$ cat src/rtl/fcvt_s_w_if.sv
// Operand/result bundle for the int32 -> binary32 converter.
// x: signed integer operand; y: registered float result.
interface fcvt_s_w_if;
    logic [31:0] x;
    logic [31:0] y;

    modport master (
        output x,
        input  y
    );

    modport slave (
        input  x,
        output y
    );
endinterface

$ cat src/rtl/fcvt_s_w.sv
// FCVT.S.W: signed int32 to IEEE-754 single, RNE, 1-cycle latency.
// Ports: clk, rstn (async active-low), bus.x operand, bus.y result.
module fcvt_s_w (
    input  logic       clk,
    input  logic       rstn,
    fcvt_s_w_if.slave  bus
);

    logic        w_s;
    logic [31:0] w_m;
    logic [4:0]  w_p;
    logic [31:0] w_n;
    logic        w_g;
    logic        w_st;
    logic        w_inc;
    logic [23:0] w_fr;
    logic [7:0]  w_e;
    logic [31:0] w_y;
    logic [31:0] r_y;

    always_comb begin
        w_s = bus.x[31];
        // 0x8000_0000 negates to itself, which read unsigned is 2^31
        w_m = w_s ? (~bus.x + 32'd1) : bus.x;
        // priority encoder: highest set bit wins
        w_p = 5'd0;
        for (int i = 0; i < 32; i++) begin
            if (w_m[i]) begin
                w_p = 5'(i);
            end
        end
        w_n   = w_m << (5'd31 - w_p);
        w_g   = w_n[7];
        w_st  = |w_n[6:0];
        w_inc = w_g & (w_st | w_n[8]);
        // carry into bit 23 means the fraction wrapped to zero
        w_fr  = {1'b0, w_n[30:8]} + {23'd0, w_inc};
        w_e   = 8'd127 + {3'd0, w_p} + {7'd0, w_fr[23]};
        w_y   = (w_m == 32'd0) ? 32'd0 : {w_s, w_e, w_fr[22:0]};
    end

    always_ff @(posedge clk or negedge rstn) begin
        if (!rstn) begin
            r_y <= 32'd0;
        end else begin
            r_y <= w_y;
        end
    end

    assign bus.y = r_y;

endmodule

$ cat src/flat_wrapper.sv
// flat-port wrapper written by rule: the top's interface ports become plain ports
module fcvt_s_w_flat 
  (clk, rstn, bus_x, bus_y);
  fcvt_s_w_if bus_i ();
  input  logic clk;
  input  logic rstn;
  input wire logic [$bits(bus_i.x)-1:0] bus_x;
  output wire logic [$bits(bus_i.y)-1:0] bus_y;
  assign bus_i.x = bus_x;
  assign bus_y = bus_i.y;
  fcvt_s_w u_core (.clk(clk), .rstn(rstn), .bus(bus_i));
endmodule
$ cat config.mk
export PLATFORM = sky130hd
export DESIGN_NAME = fcvt_s_w_flat
export DESIGN_NICKNAME = d
export VERILOG_FILES = /design/src/rtl/fcvt_s_w_if.sv /design/src/rtl/fcvt_s_w.sv /design/src/flat_wrapper.sv
export SDC_FILE = /design/constraint.sdc
export NUM_CORES = 1
export LEC_CHECK = 0
export BUFFER_PORTS_ARGS = -buffer_cell sky130_fd_sc_hd__buf_2
export CAP_MARGIN = 0
export CORE_MARGIN = 2
export CORE_UTILIZATION = 55
export DETAILED_ROUTE_END_ITERATION = 10
export PLACE_DENSITY_LB_ADDON = 0.2
export SLEW_MARGIN = 20
export SYNTH_ARGS = -nofsm -noshare
export SYNTH_HDL_FRONTEND = slang
export SYNTH_SLANG_ARGS = --single-unit
$ cat constraint.sdc
create_clock -name clk -period 0.8 [get_ports clk]
set_input_delay 0.24 -clock clk [delete_from_list [all_inputs] [get_ports clk]]
set_output_delay 0.24 -clock clk [all_outputs]
set_load 0.05 [all_outputs]
==> results of run 1 <==
[per-layer routing]
layer  GRT overflow  global-route usage
met1              0               0.737
met2             36               0.947
met3              1               0.589
met4             33               0.827
met5              0               0.210
[cells by family after synthesis]
| logic type | Yosys count | share of synthesized area |
|---|---|---|
| multiplexers | 38 | 0.0700 |
| AND/OR/NAND/NOR | 315 | 0.286 |
| buffers and inverters | 79 | 0.0613 |
| AO/OA/AOI/OAI | 282 | 0.353 |
| XOR/XNOR | 53 | 0.0801 |
| flip-flops | 32 | 0.138 |
| adder cells (fa/ha/maj) | 5 | 0.0108 |
[per-stage QoR]
stage,utilization,cells
floorplan,-,804
detailed placement,0.849,1273
CTS,0.939,1312
global placement,0.849,1273
[synth_stat cells (all sizes together) (9+ instances only)]
library cell | count | area share
nand3 | 38 | 0.034
inv | 12 | 0.0078
mux2i | 27 | 0.047
xnor2 | 34 | 0.051
nor2 | 67 | 0.045
a221oi | 9 | 0.014
mux2 | 10 | 0.019
buf | 24 | 0.026
o22ai | 16 | 0.017
a211oi | 16 | 0.026
or4 | 13 | 0.017
nand2 | 65 | 0.042
and2 | 9 | 0.011
dfrtp | 32 | 0.14
o21ai | 53 | 0.048
nand4 | 11 | 0.012
a31oi | 12 | 0.013
clkbuf | 43 | 0.028
xor2 | 19 | 0.029
a21oi | 45 | 0.040
o31ai | 13 | 0.017
o211ai | 16 | 0.021
nand2b | 10 | 0.011
nor3 | 38 | 0.033
nor4 | 19 | 0.024
[what timing repair did]
action | in CTS
gates cloned | 1
hold buffers | 1
endpoints found under the setup margin | 64
pin swaps | 31
endpoints found under the hold margin | 7
setup buffers | 29
gates resized for setup | 148
==> metrics.md, run 1 <==
| Metric | Value |
|---|---|
| Seq/Total Area, Yosys | 0.138 |
| Die width | between 100 and 150 µm |
| Largest net degree at the start of global routing | 26 |
| Cell area after synthesis | 5790 µm² |
| Avg Inst Size Synth | approximately 7.2 µm² |
| Sink Count | 32 |
| CTS buffer count | 5 |
| Total track usage | 0.763 |
| Die Span Y | about 110 µm |
| Dpl cell area | 8730 µm² |
| First-pass GRT wire length | around 67000 µm |
| Failed at | global routing |
| CTS root buf | clkbuf_8 |
| Net Count, Synth | between 800 and 900 |
| Stop err | [ERROR GRT-0116] Global routing finished with congestion. Check the congestion regions in the DRC Viewer. |
| Setup WS pre-CTS | -5.21 ns |
| Top Ports | 66 |
| Cell Rows | 37 |
| Clock Tree Buf Depth | 2 |
| #FFs+latches synth | 32 |
| Outcome | stopped before the end |
| HPWL Detailed | ~21000 µm |
| Final Wtd Congestion | 1.27 |
| CTS H-Tree Depth | 2 |
| Port bufs | 65 |
| GRT overflow | 70 |
| Dominant synthesized flop cell | dfrtp_1 |
| Post-synthesis cell count | approximately 800 |
| Unique masters post-synth | 94 |
| Post-synth EDFFs | 0 |
| Starting Density | 0.564 |
| Number of global-route vias before repair | roughly 12000 |
| Synth warnings | 0 |
| Async S/R FF share, synth | 1.00 |
==> run 2: changes to the inputs <==
CORE_UTILIZATION = 40   (was 55)
PLACE_DENSITY_LB_ADDON = 0.15   (was 0.2)
clock period = 1 ns   (was 0.8 ns; I/O delays follow)
==> run 2 against run 1 <==
The flow now finishes, with violations (setup timing). Synthesized area did not move. Synthesized cell count did not move.
==> metrics.md, run 2 <==
| Metric | Value |
|---|---|
| Seq/Total Area, Yosys | 0.138 (unchanged) |
| Min Tclk post-route | 5.69 ns |
| Max-slew violations | 0 |
| Clock share of power | 0.140 |
| Initial antenna violation count | 0 |
| First-pass iteration count of the detailed router | 6 |
| Failing checks | setup timing |
| Final setup viols | 64 |
| Core box area | ~14000 µm² |
| Sink Count | 32 (unchanged) |
| Finished Layout Cells | between 1000 and 1500 |
| Worst hold path type | input port to asynchronous set/reset pin |
| Routed WL | roughly 32000 µm |
| Area growth, synth to finish | 88.2% |
| Total track usage | 0.361 |
| N_diodes | 0 |
| Unique masters post-synth | 94 (unchanged) |
| Seq pwr share | 0.136 |
| 1st-iter DRT viols | around 950 |
| Worst hold slack | between 0.5 and 0.6 ns |
| Die Span Y | 124 µm (+17%) |
| CTS buffer count | 5 (unchanged) |
| Share of layout cells above drive strength 1 | 0.558 |
| Largest net degree at the start of global routing | 33 |
| Critical path class | input port to register |
| DRC | 0 |
| Via count | between 9000 and 10000 |
| Leak Pwr | approximately 4.7 nW |
| Max transition margin | 0.630 |
| Int Pwr | roughly 0.007 W |
| Wirelength per Cell | roughly 23 µm |
| Power share of the combinational group | 0.724 |
| Util after Layout | 0.780 |
| Clock Tree Buf Depth | 2 (unchanged) |
| Worst-margin pin slew | between 0.5 and 0.6 ns |
| Net Count, Synth | 843 (unchanged) |
| Dominant synthesized flop cell | dfrtp_1 |
| Worst-path clk slew | about 0.06 ns |
| Outcome | complete, but fails checks |
| Top Ports | 66 (unchanged) |
| Most common cell after layout, fill and taps aside | buf_4 |
| GRT overflow | 0 |
| Top-area cell type share of the netlist area | 0.138 (unchanged) |
| Crit. End Element | register |
| HPWL Detailed | 22500 µm (+6.0%) |
| Xor and xnor area share after synthesis | 0.0801 (unchanged) |
| Setup TNS | -134.34 ns |
| Post-Synth Adder-Cell Area | 0.0108 (unchanged) |
| Die width | 124 µm (+17%) |
| Worst Path Required | approximately 1.2 ns |
| Sw power | between 0.005 and 0.006 W |
| Max-cap violations | 0 |
| First-pass GRT wire length | about 45000 µm |
| Avg Inst Size Synth | 7.21 µm² (unchanged) |
| Most frequent cells in the layout | buf_4 (392), buf_6 (71), nand2_1 (61), nor2_1 (58), o21ai_0 (34) |
| Vias per cell | 6.44 |
| Pwr/cell area | approximately 1200 nW/µm² |
| #FFs+latches synth | 32 (unchanged) |
| Fmax | 176 MHz |
| CTS tree | yes |
| Die Area | roughly 15000 µm² |
| Final Wtd Congestion | 0.987 (-23%) |
| Starting Density | 0.414 (-0.150) |
| Sw Ratio | 0.447 |
| Synth warnings | 0 (unchanged) |
| Max FFs per register | 32 |
| Crit path max fanout | 12 |
| Placed insts | 1333 (+4.7%) |
| Critical path arrival | just under 6 ns |
| Post-synthesis cell count | 804 (unchanged) |
| Largest family of logic cells by synthesized area | compound AO/OA/AOI/OAI gates |
| Top-count cell post-synth | nor2_1 |
| Leading area contributor after synthesis | dfrtp_1 |
| Final net count | about 1300 |
| CTS H-Tree Depth | 2 (unchanged) |
| Cell area after synthesis | 5790 µm² (unchanged) |
| Post-synth top cells | nor2_1 (66), nand2_1 (65), o21ai_0 (48) |
| Post-DRT Antenna Nets | 0 |
| CTS root buf | clkbuf_16 |
| Post-synthesis compound-gate area fraction | 0.353 (unchanged) |
| Port bufs | 65 (unchanged) |
| CP Launch Type | input port |
| Mux cell area share after synthesis | 0.0700 (unchanged) |
| Post-synthesis simple-gate area fraction | 0.286 (unchanged) |
| Period utilisation layout | 5.69 |
| Ranking of synthesized cells by area | dfrtp_1 (14%), xnor2_1 (5.1%), mux2i_1 (4.7%) |
| Async S/R FF share, synth | 1.00 (unchanged) |
| Final Hold Viols | 0 |
| RSZ-0062 raised after global routing | true |
| Post-synth EDFFs | 0 (unchanged) |
| Setup ws final | -4.69 ns |
| Maximum vdd drop | 747 µV |
| Cell Rows | 43 (+16%) |
| Number of global-route vias before repair | approximately 8600 |
## run 2: through the flow
step / power [W] / cell area, µm² / setup WS (ns)
global placement: 0.00839 / 8890 / -4.98
CTS: 0.0114 / 10100 / -4.27
floorplan: 0.00545 / 5990 / -4.52
global route: 0.0130 / 10900 / -4.75
finish: 0.0126 / 10900 / -4.69
detailed placement: 0.00848 / 8890 / -5.07
## run 2: logic make-up (layout without fill, tap and decap cells)
family                     after synthesis  after routing
and+or+nand+nor                        315            315
muxes                                   38             38
DFF                                     32             32
xor gates and xnor gates                53             53
adders and majority gates                5              5
buffers and inverters                   79            523
AOI/OAI and AO/OA                      282            283
## run 2: area by class of cell
| class | instances | area (µm²) |
|---|---|---|
| Fill cell | 971 | 3080 |
| Tap cell | 180 | 225 |
| Timing Repair Buffer | 503 | 4050 |
| Sequential cell | 32 | 801 |
| Inverter | 12 | 45.0 |
| Multi-Input combinational cell | 694 | 5620 |
| Clock inverter | 2 | 35.0 |
| Clock buffer | 6 | 129 |
## run 2: worst max-delay path, stage by stage
cell	delay, ns
buf_6	0.09
or4_4	0.55
or4_4	0.48
buf_6	0.16
o21a_1	0.19
o211ai_1	0.37
nand2_1	0.16
a311oi_4	0.30
buf_4	0.17
o21a_4	0.24
buf_4	0.21
mux2_2	0.37
o22a_1	0.24
a21oi_2	0.42
o221ai_4	0.21
nor4b_4	0.33
or3b_4	0.45
ha_4	0.18
nand2_4	0.06
nor3_4	0.04
a2111o_1	0.29
## run 2: power by group through the flow
stage	combinational (W)	clock, W	sequential (W)
floorplan	0.00283	0	0.00262
global placement	0.00675	0	0.00164
detailed placement	0.00683	0	0.00165
CTS	0.00798	0.00171	0.00169
global route	0.00946	0.00183	0.00173
finish	0.00911	0.00176	0.00171
## run 2: routing by layer
metal	up-vias	track usage	part of all wire
met4	0	0.205	0.073
met1	4354	0.418	0.37
met3	195	0.0584	0.080
li1	4020	-	-
met5	-	0	0
met2	635	0.628	0.48
## run 2: final timing paths
path | start | endpoint | slack [ns] | cells past startpoint
max | bus_x[9] | u_core.bus.y[27] | -4.69 | 21
min | rstn | u_core.bus.y[3] | 0.53 | 3
max in group asynchronous | rstn | u_core.bus.y[11] | 0.29 | 3
min in group clk | bus_x[31] | u_core.bus.y[31] | 0.88 | 6
## run 2: repair_timing
| item | CTS | global route |
|---|---|---|
| gates cloned | 3 | 0 |
| endpoints found under the setup margin | 64 | 64 |
| setup buffers | 50 | 43 |
| gates resized for setup | 167 | 115 |
| hold buffers | 1 | 0 |
| hold endpoints to repair | 32 | 0 |
| pin swaps | 57 | 47 |
Note: power is estimated with default switching activity, not from simulation.
==> run 3: changes to the inputs <==
CORE_UTILIZATION = 61   (was 40)
==> run 3 against run 2 <==
Synthesized area unchanged. The run now fails in clock tree synthesis. Synthesized cell count unchanged.
==> metrics.md, run 3 <==
| Metric | Value |
|---|---|
| Failed at | clock tree synthesis |
| Unique masters post-synth | 94 (unchanged) |
| Stop err | [ERROR DPL-0038] Utilization greater than 100%, impossible to legalize |
| Clock Tree Buf Depth | 2 (unchanged) |
| Outcome | stopped before the end |
| Port bufs | 65 (unchanged) |
| Die width | 101 µm (-18%) |
| Leading area contributor after synthesis | dfrtp_1 |
| Cell area after synthesis | 5790 µm² (unchanged) |
| HPWL Detailed | 24100 µm (+7.4%) |
| Async S/R FF share, synth | 1.00 (unchanged) |
| Cell Rows | 35 (-19%) |
| Top Ports | 66 (unchanged) |
| Final Wtd Congestion | 1.22 (+23%) |
| Top-count cell post-synth | nor2_1 |
| Synth warnings | 0 (unchanged) |
| Seq/Total Area, Yosys | 0.138 (unchanged) |
| Postcts setup bufs | 66 (+32%) |
| Net Count, Synth | 843 (unchanged) |
| CTS H-Tree Depth | 2 (unchanged) |
| Sink Count | 32 (unchanged) |
| Post-synth top cells | nor2_1 (66), nand2_1 (65), o21ai_0 (48) |
| Cts-stage hold buffer count | 1 (unchanged) |
| #FFs+latches synth | 32 (unchanged) |
| Avg Inst Size Synth | 7.21 µm² (unchanged) |
| Dominant synthesized flop cell | dfrtp_1 |
| CTS root buf | clkbuf_8 |
| Post-synthesis cell count | 804 (unchanged) |
| Ranking of synthesized cells by area | dfrtp_1 (14%), xnor2_1 (5.1%), mux2i_1 (4.7%) |
| Setup WS pre-CTS | -5.05 ns (+0.0287 ns) |
| Starting Density | 0.627 (+0.213) |
| Post-synth EDFFs | 0 (unchanged) |
| Post-CTS sizing | 230 (+38%) |
| Dpl cell area | 8670 µm² (-2.4%) |
| Top-area cell type share of the netlist area | 0.138 (unchanged) |
| Die Span Y | 101 µm (-18%) |
| CTS buffer count | 5 (unchanged) |
-- run 3: logic make-up after synthesis --
logic type / count (synthesis) / share of synthesized area
and+or+nand+nor: 315 / 0.286
AOI/OAI and AO/OA: 282 / 0.353
buffers and inverters: 79 / 0.0613
xor gates and xnor gates: 53 / 0.0801
muxes: 38 / 0.0700
DFF: 32 / 0.138
adders and majority gates: 5 / 0.0108
-- run 3: stage by stage --
| stage | util | std cells |
|---|---|---|
| 2_1_floorplan | - | 804 |
| 3_3_place_gp | 0.939 | 1265 |
| 3_5_place_dp | 0.939 | 1265 |
